$ cat src/rtl/status_display_scan.sv
// Scans the packed FSM status, floor code and timer onto a 4-digit multiplexed seven-segment display.
// Latency: inputs pass 2 sync flops and land in the shadow at the next frame wrap; pins update 1 cycle after index/shadow change.
// Backpressure: none; the scan free-runs, and a status held for less than a frame can be missed.
module status_display_scan #(
    parameter int REFRESH_CNT  = 50000,
    parameter int BLINK_FRAMES = 64
) (
    input  logic       clk,
    input  logic       reset,
    input  logic [7:0] status_in,
    input  logic [1:0] level_in,
    input  logic [3:0] clock_in,
    output logic [3:0] an,
    output logic [6:0] seg,
    output logic       dp,
    output logic       frame_tick
);

    localparam int RW = (REFRESH_CNT > 2) ? $clog2(REFRESH_CNT) : 1;
    localparam int BW = (BLINK_FRAMES > 2) ? $clog2(BLINK_FRAMES) : 1;
    localparam logic [RW-1:0] REFRESH_LAST = RW'(REFRESH_CNT - 1);
    localparam logic [BW-1:0] BLINK_LAST   = BW'(BLINK_FRAMES - 1);
    localparam logic [6:0]    SEG_BLANK    = 7'h7F;
    localparam logic [6:0]    SEG_E        = 7'h06;
    localparam logic [6:0]    SEG_U        = 7'h41;
    localparam logic [6:0]    SEG_D        = 7'h21;

    logic [7:0]    status_s1, status_s2, status_sh;
    logic [1:0]    level_s1, level_s2, level_sh;
    logic [3:0]    clock_s1, clock_s2, clock_sh;
    logic [RW-1:0] refresh_cnt;
    logic [1:0]    scan_idx;
    logic [BW-1:0] frame_cnt;
    logic          blink_hidden;
    logic          refresh_done;
    logic          wrap;
    logic [3:0]    an_nxt;
    logic [6:0]    seg_nxt;
    logic          dp_nxt;
    logic          unused_level;

    // Floor code is captured with the frame but no digit shows it yet.
    assign unused_level = ^level_sh;

    function automatic logic [6:0] hex_seg(input logic [3:0] v);
        logic [6:0] s;
        case (v)
            4'h0: s = 7'h40;  4'h1: s = 7'h79;  4'h2: s = 7'h24;  4'h3: s = 7'h30;
            4'h4: s = 7'h19;  4'h5: s = 7'h12;  4'h6: s = 7'h02;  4'h7: s = 7'h78;
            4'h8: s = 7'h00;  4'h9: s = 7'h10;  4'hA: s = 7'h08;  4'hB: s = 7'h03;
            4'hC: s = 7'h46;  4'hD: s = 7'h21;  4'hE: s = 7'h06;  default: s = 7'h0E;
        endcase
        return s;
    endfunction

    assign refresh_done = (refresh_cnt == REFRESH_LAST);
    assign wrap         = refresh_done && (scan_idx == 2'd3);

    always_ff @(posedge clk or negedge reset) begin
        if (!reset) begin
            status_s1 <= '0;
            status_s2 <= '0;
            level_s1  <= '0;
            level_s2  <= '0;
            clock_s1  <= '0;
            clock_s2  <= '0;
        end else begin
            status_s1 <= status_in;
            status_s2 <= status_s1;
            level_s1  <= level_in;
            level_s2  <= level_s1;
            clock_s1  <= clock_in;
            clock_s2  <= clock_s1;
        end
    end

    // Shadow and blink phase move only at the frame wrap so a frame is never torn.
    always_ff @(posedge clk or negedge reset) begin
        if (!reset) begin
            refresh_cnt  <= '0;
            scan_idx     <= 2'd0;
            frame_tick   <= 1'b0;
            frame_cnt    <= '0;
            blink_hidden <= 1'b0;
            status_sh    <= '0;
            level_sh     <= '0;
            clock_sh     <= '0;
        end else begin
            refresh_cnt <= refresh_done ? '0 : refresh_cnt + RW'(1);
            if (refresh_done) begin
                scan_idx <= scan_idx + 2'd1;
            end
            frame_tick <= wrap;
            if (wrap) begin
                status_sh <= status_s2;
                level_sh  <= level_s2;
                clock_sh  <= clock_s2;
                if (frame_cnt == BLINK_LAST) begin
                    frame_cnt    <= '0;
                    blink_hidden <= ~blink_hidden;
                end else begin
                    frame_cnt <= frame_cnt + BW'(1);
                end
            end
        end
    end

    always_comb begin
        an_nxt  = ~(4'b0001 << scan_idx);
        seg_nxt = SEG_BLANK;
        dp_nxt  = 1'b1;
        case (scan_idx)
            2'd0: begin
                seg_nxt = hex_seg({2'b00, status_sh[4:3]} + 4'd1);
                dp_nxt  = ~status_sh[2];
            end
            2'd1: begin
                if (status_sh[7:5] == 3'd0) begin
                    seg_nxt = SEG_BLANK;
                end else if (status_sh[7:5] > 3'd4) begin
                    seg_nxt = SEG_E;
                end else begin
                    seg_nxt = hex_seg({1'b0, status_sh[7:5]});
                end
                // Blanking hides segments only; the digit stays enabled.
                if (status_sh[1] && blink_hidden) begin
                    seg_nxt = SEG_BLANK;
                end
            end
            2'd2: begin
                seg_nxt = status_sh[0] ? SEG_U : SEG_D;
            end
            default: begin
                seg_nxt = hex_seg(clock_sh);
            end
        endcase
    end

    always_ff @(posedge clk or negedge reset) begin
        if (!reset) begin
            an  <= 4'b1111;
            seg <= SEG_BLANK;
            dp  <= 1'b1;
        end else begin
            an  <= an_nxt;
            seg <= seg_nxt;
            dp  <= dp_nxt;
        end
    end

endmodule

$ cat config.mk
export PLATFORM = sky130hd
export DESIGN_NAME = status_display_scan
export DESIGN_NICKNAME = d
export VERILOG_FILES = /design/src/rtl/status_display_scan.sv
export SDC_FILE = /design/constraint.sdc
export NUM_CORES = 1
export LEC_CHECK = 0
export BUFFER_PORTS_ARGS = -buffer_cell sky130_fd_sc_hd__clkbuf_2
export CAP_MARGIN = 40
export CORE_MARGIN = 2
export CORE_UTILIZATION = 50
export CTS_BUF_LIST = sky130_fd_sc_hd__clkbuf_16
export CTS_CLUSTER_SIZE = 10
export DETAILED_ROUTE_END_ITERATION = 7
export MAX_ROUTING_LAYER = met4
export PLACE_DENSITY = 0.72
export REMOVE_ABC_BUFFERS = 1
export SETUP_SLACK_MARGIN = 0.2
export SYNTH_ARGS = -nofsm -noshare
export SYNTH_HDL_FRONTEND = slang
export SYNTH_SLANG_ARGS = --single-unit
$ cat constraint.sdc
create_clock -name clk -period 2.2 [get_ports clk]
set_clock_uncertainty 0.1 [all_clocks]
set_input_delay 0.44 -clock clk [delete_from_list [all_inputs] [get_ports clk]]
set_output_delay 0.44 -clock clk [all_outputs]
set_load 0.01 [all_outputs]
After elaboration in Yosys (flattened, before gate mapping)
Memory sizes are Yosys's and may differ from the RTL's.
Index checks and enable logic that the tools add are counted.

operators by class
  magnitude comparators = 1
  bitwise logic cells = 3
  shift operators = 1
  mux-type cells = 8
  add/subtract/negate cells = 4
  eq/ne operators = 5
  reduce and logical (&&, ||, !) cells = 5

operators by type and width
  operator                                               number
  two-way mux 7 bit                                      4
  one-hot mux 7 bit (3 select lines)                     1
  adder 16 x 1 -> 16 bit (second input constant)         1
  == test 16 bit (second input constant)                 1
  two-way mux 16 bit                                     1
  adder 6 x 1 -> 6 bit (second input constant)           1
  == test 6 bit (second input constant)                  1
  two-way mux 6 bit                                      1
  == test 2 bit (second input constant)                  2
  inverter 4 bit                                         1
  << shifter 1 x 2 -> 4 bit (first input constant)       1
  adder 2 x 1 -> 3 bit (second input constant)           1
  greater-than comparator 3 bit (second input constant)  1
  zero test 3 bit                                        1
  adder 2 x 1 -> 2 bit (second input constant)           1
  == test 2 x 1 -> 1 bit (second input constant)         1
  logical AND 1 bit                                      2
  zero test 2 bit                                        1
  inverter 1 bit                                         2
  AND reduction 2 bit                                    1
  two-way mux 1 bit                                      1

storage, ports and cells
  memories kept = 3
  output and inout bits = 13
  bits in registers = 74
  bits of input ports = 16
  memory bits (read-only) = 280

memories
  memory            depth  bits a word  read ports  clocked after Yosys merged registers in  write ports  line  text
  (name not given)  16     7            1           0                                        0            47    case (v)
  (name not given)  16     7            1           0                                        0            47
  (name not given)  8      7            1           0                                        0            47

Longest topological paths before layout
  word-level depth = 5
  gate-level depth with buffers = 6
  depth with buffers taken out = 6

Worst setup path after synthesis
OpenSTA, ideal clock, no wires.

  kind = register -> register
  start point = reg refresh_cnt[5]
  end point = reg status_sh[0]
  slack = 85 ps
  stages on the path, launching flop included = 5
  arrival time = 1891 ps
  clock period less this slack = 2115 ps
  library setup time = 125 ps
  path through = dfrtp_1 or4b_4 nor4_4 buf_6 mux2_2

between the ends
  longest elaborated chain between the ends = 2

ends and longest elaborated chain
  what                    line  text
  from (decl)             31    logic [RW-1:0] refresh_cnt;
  from (signal assigned)  89    refresh_cnt <= refresh_done ? '0 : refresh_cnt + RW'(1);
  == test 16 bit          56    assign refresh_done = (refresh_cnt == REFRESH_LAST);
  logical AND 1 bit       57    assign wrap = refresh_done && (scan_idx == 2'd3);
  to (signal assigned)    95    status_sh <= status_s2;
  to (decl)               28    logic [7:0] status_s1, status_s2, status_sh;

Every way passes these cells.
A chain may end at the register's enable or synchronous reset.

Worst setup path after layout
  start point = reg refresh_cnt[7]
  end point = reg frame_cnt[0]

between the ends
  longest elaborated chain between the ends = 2

ends and longest elaborated chain
  what                  line  text
  == test 16 bit        56
  logical AND 1 bit     57
  to (signal assigned)  102   frame_cnt <= frame_cnt + BW'(1);
  to (decl)             33    logic [BW-1:0] frame_cnt;

Every way passes these cells.

==> results.yml <==
worst_setup_path:
  cp_max_fo: 7
  rrSetupSlack_ps: 180
  worstSetupPathType: "reg -> reg"
  critPathMaxStageDelay_ps: 580
  worstPathArrival_ps: 2140
  cp_cell_sequence: "or4b_4, nor4_4, buf_4, buf_12, mux2_4"
  cp.required_ps: 2320
  startpoint: "refresh_cnt[7]$_DFF_PN0_"
  startpoint_type: "register"
  cp_slowest_cell: "or4b_4"
  worstReg2RegStart: "refresh_cnt[7]$_DFF_PN0_"
  critPathCaptureType: "register"
routing:
  drt-initial-drc-count: 124
  vias: 2124
  wirelength_um: 6147
  viasPerCell: 5.446
  ant_nets: 0
  drt-wirelength-per-cell_um: 15.76
  drcViolationCount: 0
  dr.pass1.iters: 4
cts:
  cts_tree: "yes"
  htree_levels: 3
  cts.sinks: 74
  cts-root-buf: "clkbuf_16"
  hold_buffers: 0
  worstSkewPairLatency_ps: 340
  clk_path_buf_depth: 2
  cts.reportedPaths.clkPinSlew_ps: 60
  cts_made_buffers: 9
power_and_ir_drop:
  ir_drop_mv: 0.7496
  powerDensity_mw_per_mm2: 805.3
  internal_power_mw: 2.614
  comb_power_share: 0.014
  power_switching_mw: 0.5765
  switching_share: 0.1807
  seq_power_share: 0.436
  leakage_nw: 1.808
  power.total_mw: 3.190
  clockPowerShare: 0.550
sta:
  drv_slew: 0
  worst_slack_ps: 177.6
  grt_setup_unrepaired: "yes"
  final-hold-violation-count: 0
  slew_headroom: 0.5818
  finalSetupViolations: 0
  final.period_utilization: 0.9193
  fin_crit_ps: 2022
  worst_slew_pin_slew_ps: 627.3
  fmax_ghz: 0.4945
  hold_slack_ps: 20.76
logic_synthesis:
  synth_common_cells: "62 x dfrtp_1, 21 x ha_1, 21 x nand2_1"
  syn-cell-area_sq_mm: 0.003201
  ys_seq_area_frac: 0.5833
  netlist.area_leader.share: 0.4848
  syn-instance-count: 265
  yosys-top-cells-area: "dfrtp_1 48%, dfstp_2 9.9%, ha_1 8.2%"
  ys_warn_count: 0
  yosysTopAreaCell: "dfrtp_1"
  synth_edf_count: 0
  synth_seq_cells: 74
  yosys.cell_count.top_type: "dfrtp_1"
  yosysUniqueCellTypes: 43
  ys.flop_type: "dfrtp_1"
  synthArstFlopShare: 1.000
  synth_area_per_cell_sq_um: 12.08
global_route:
  grt_start_max_net_pins: 28
  grt_util_all_layers: 0.1882
  antenna_found_initial: 0
  grt_overflow: 0
  grt_pass1_wl_um: 9970
  grt_pass1_vias: 2054
cells_and_area:
  drive_above_1_share: 0.2492
  antenna_cells: 0
  nets: 345
  areaGrowthSynthToFinish_pct: 23.77
  nFillCells: 480
place:
  numPortBuffers: 26
  dpl_worst_slack_ps: 156.0
  dp_hpwl_um: 3696
  place_congestion: 0.7789
run_status:
  status: "finished clean"
floorplanning:
  die_h_um: 84.01
  fp-row-count: 29
  num_io_pins: 29
  die-area_sq_mm: 0.007057
  coreArea_sq_mm: 0.006277
  start_util: 0.5099
  die_w_um: 84.01
worst_hold_path:
  hold_path.class: "in -> async"
run:
  maxCapViolations: 0
[per-layer routing]
metal  up-vias  GRT usage  share of wire
met2        60     0.2945           0.51
met5         -          -              0
met4         0    0.08358          0.015
met1      1040     0.2320           0.43
li1       1012          -              -
met3        12    0.04847          0.043
[cells by family after synthesis]
family,Yosys count,synth area share
AOI/OAI and AO/OA,46,0.08601
xor gates and xnor gates,16,0.04379
adders and majority gates,21,0.08209
buffers and inverters,23,0.02971
DFF,74,0.5833
muxes,13,0.04809
and+or+nand+nor,72,0.1270
[cell type report]
type | count | area, sq um | share of cell area
clock buffer | 9 | 225.2 | 0.05685
clock inverter | 7 | 135.1 | 0.03411
multi-input combinational | 168 | 1275 | 0.3219
tap | 77 | 96.34 | 0.02432
inverter | 16 | 60.06 | 0.01516
timing repair buffer | 39 | 302.8 | 0.07644
sequential | 74 | 1867 | 0.4713
[layout by cell type, fill, tap and decap left out, types with 2 or more instances in the layout]
cell,Yosys,layout
a21oi_1,9,9
a31oi_1,5,5
a41oi_1,2,2
and3_1,5,5
and4_1,3,3
buf_12,0,3
buf_4,0,8
bufinv_16,0,4
clkbuf_16,0,10
clkbuf_2,0,25
dfrtp_1,62,62
dfstp_2,12,12
ha_1,21,21
inv_1,16,18
mux2_4,0,8
mux2i_1,3,3
nand2_1,21,21
nand2b_1,2,2
nand3_1,8,8
nand3b_1,2,2
nand4_1,6,6
nand4bb_1,2,2
nor2_1,9,9
nor2b_1,2,2
nor3_1,3,3
o211ai_1,2,2
o21ai_0,20,19
or3_1,2,2
or4_1,2,2
xnor2_1,7,7
xor2_1,9,9
[stage by stage]
step	util	cell area, sq um	setup TNS, ps	cells
floorplan	-	3166	-4140	258
global placement	0.5547	3482	0	368
detailed placement	0.5547	3482	0	368
CTS	0.6185	3882	0	386
global route	0.6311	3961	0	390
finish	0.6311	3961	0	390
[path summary, 6_finish.rpt]
kind,to,cells past startpoint
min reg2reg,clock_s2[0]$_DFF_PN0_,0
max reg2reg,frame_cnt[0]$_DFFE_PN0P_,5
min in group clk,status_s1[7]$_DFF_PN0_,1
min,clock_s1[2]$_DFF_PN0_,1
max in group asynchronous,an[3]$_DFF_PN1_,2
max,frame_cnt[0]$_DFFE_PN0P_,5
[worst max-delay path, delay by kind of cell, from the launching register on]
kind	cells	cell delay (ps)
buffers and inverters	2	310
flip-flops	1	420
multiplexers	1	300
AND/OR/NAND/NOR	2	770
[power groups by stage]
stage                     sequential [mW]  clock, mW  combinational (mW)
after detailed placement             1.41          0              0.0464
after CTS                            1.39       1.78              0.0468
after floorplan                      1.41          0            0.000213
after global placement               1.41          0              0.0459
final                                1.39       1.75              0.0441
after global routing                 1.39       1.84              0.0511
[state kept, by name, indices dropped and copies added, names as in the netlist, 2 cells and up]
| name | count |
|---|---|
| refresh_cnt | 16 |
| status_s1 | 8 |
| status_s2 | 8 |
| status_sh | 8 |
| seg | 7 |
| frame_cnt | 6 |
| an | 4 |
| clock_s1 | 4 |
| clock_s2 | 4 |
| clock_sh | 4 |
| scan_idx | 2 |
[timing repair]
item | 4_1_cts | 5_1_grt
setup buffers | 1 | 3
cloned | 1 | 1
setup endpoints to repair | 9 | 20
resized for setup | 0 | 11
pin swaps | 1 | 0
No activity file was read; power rests on OpenSTA's default activity.
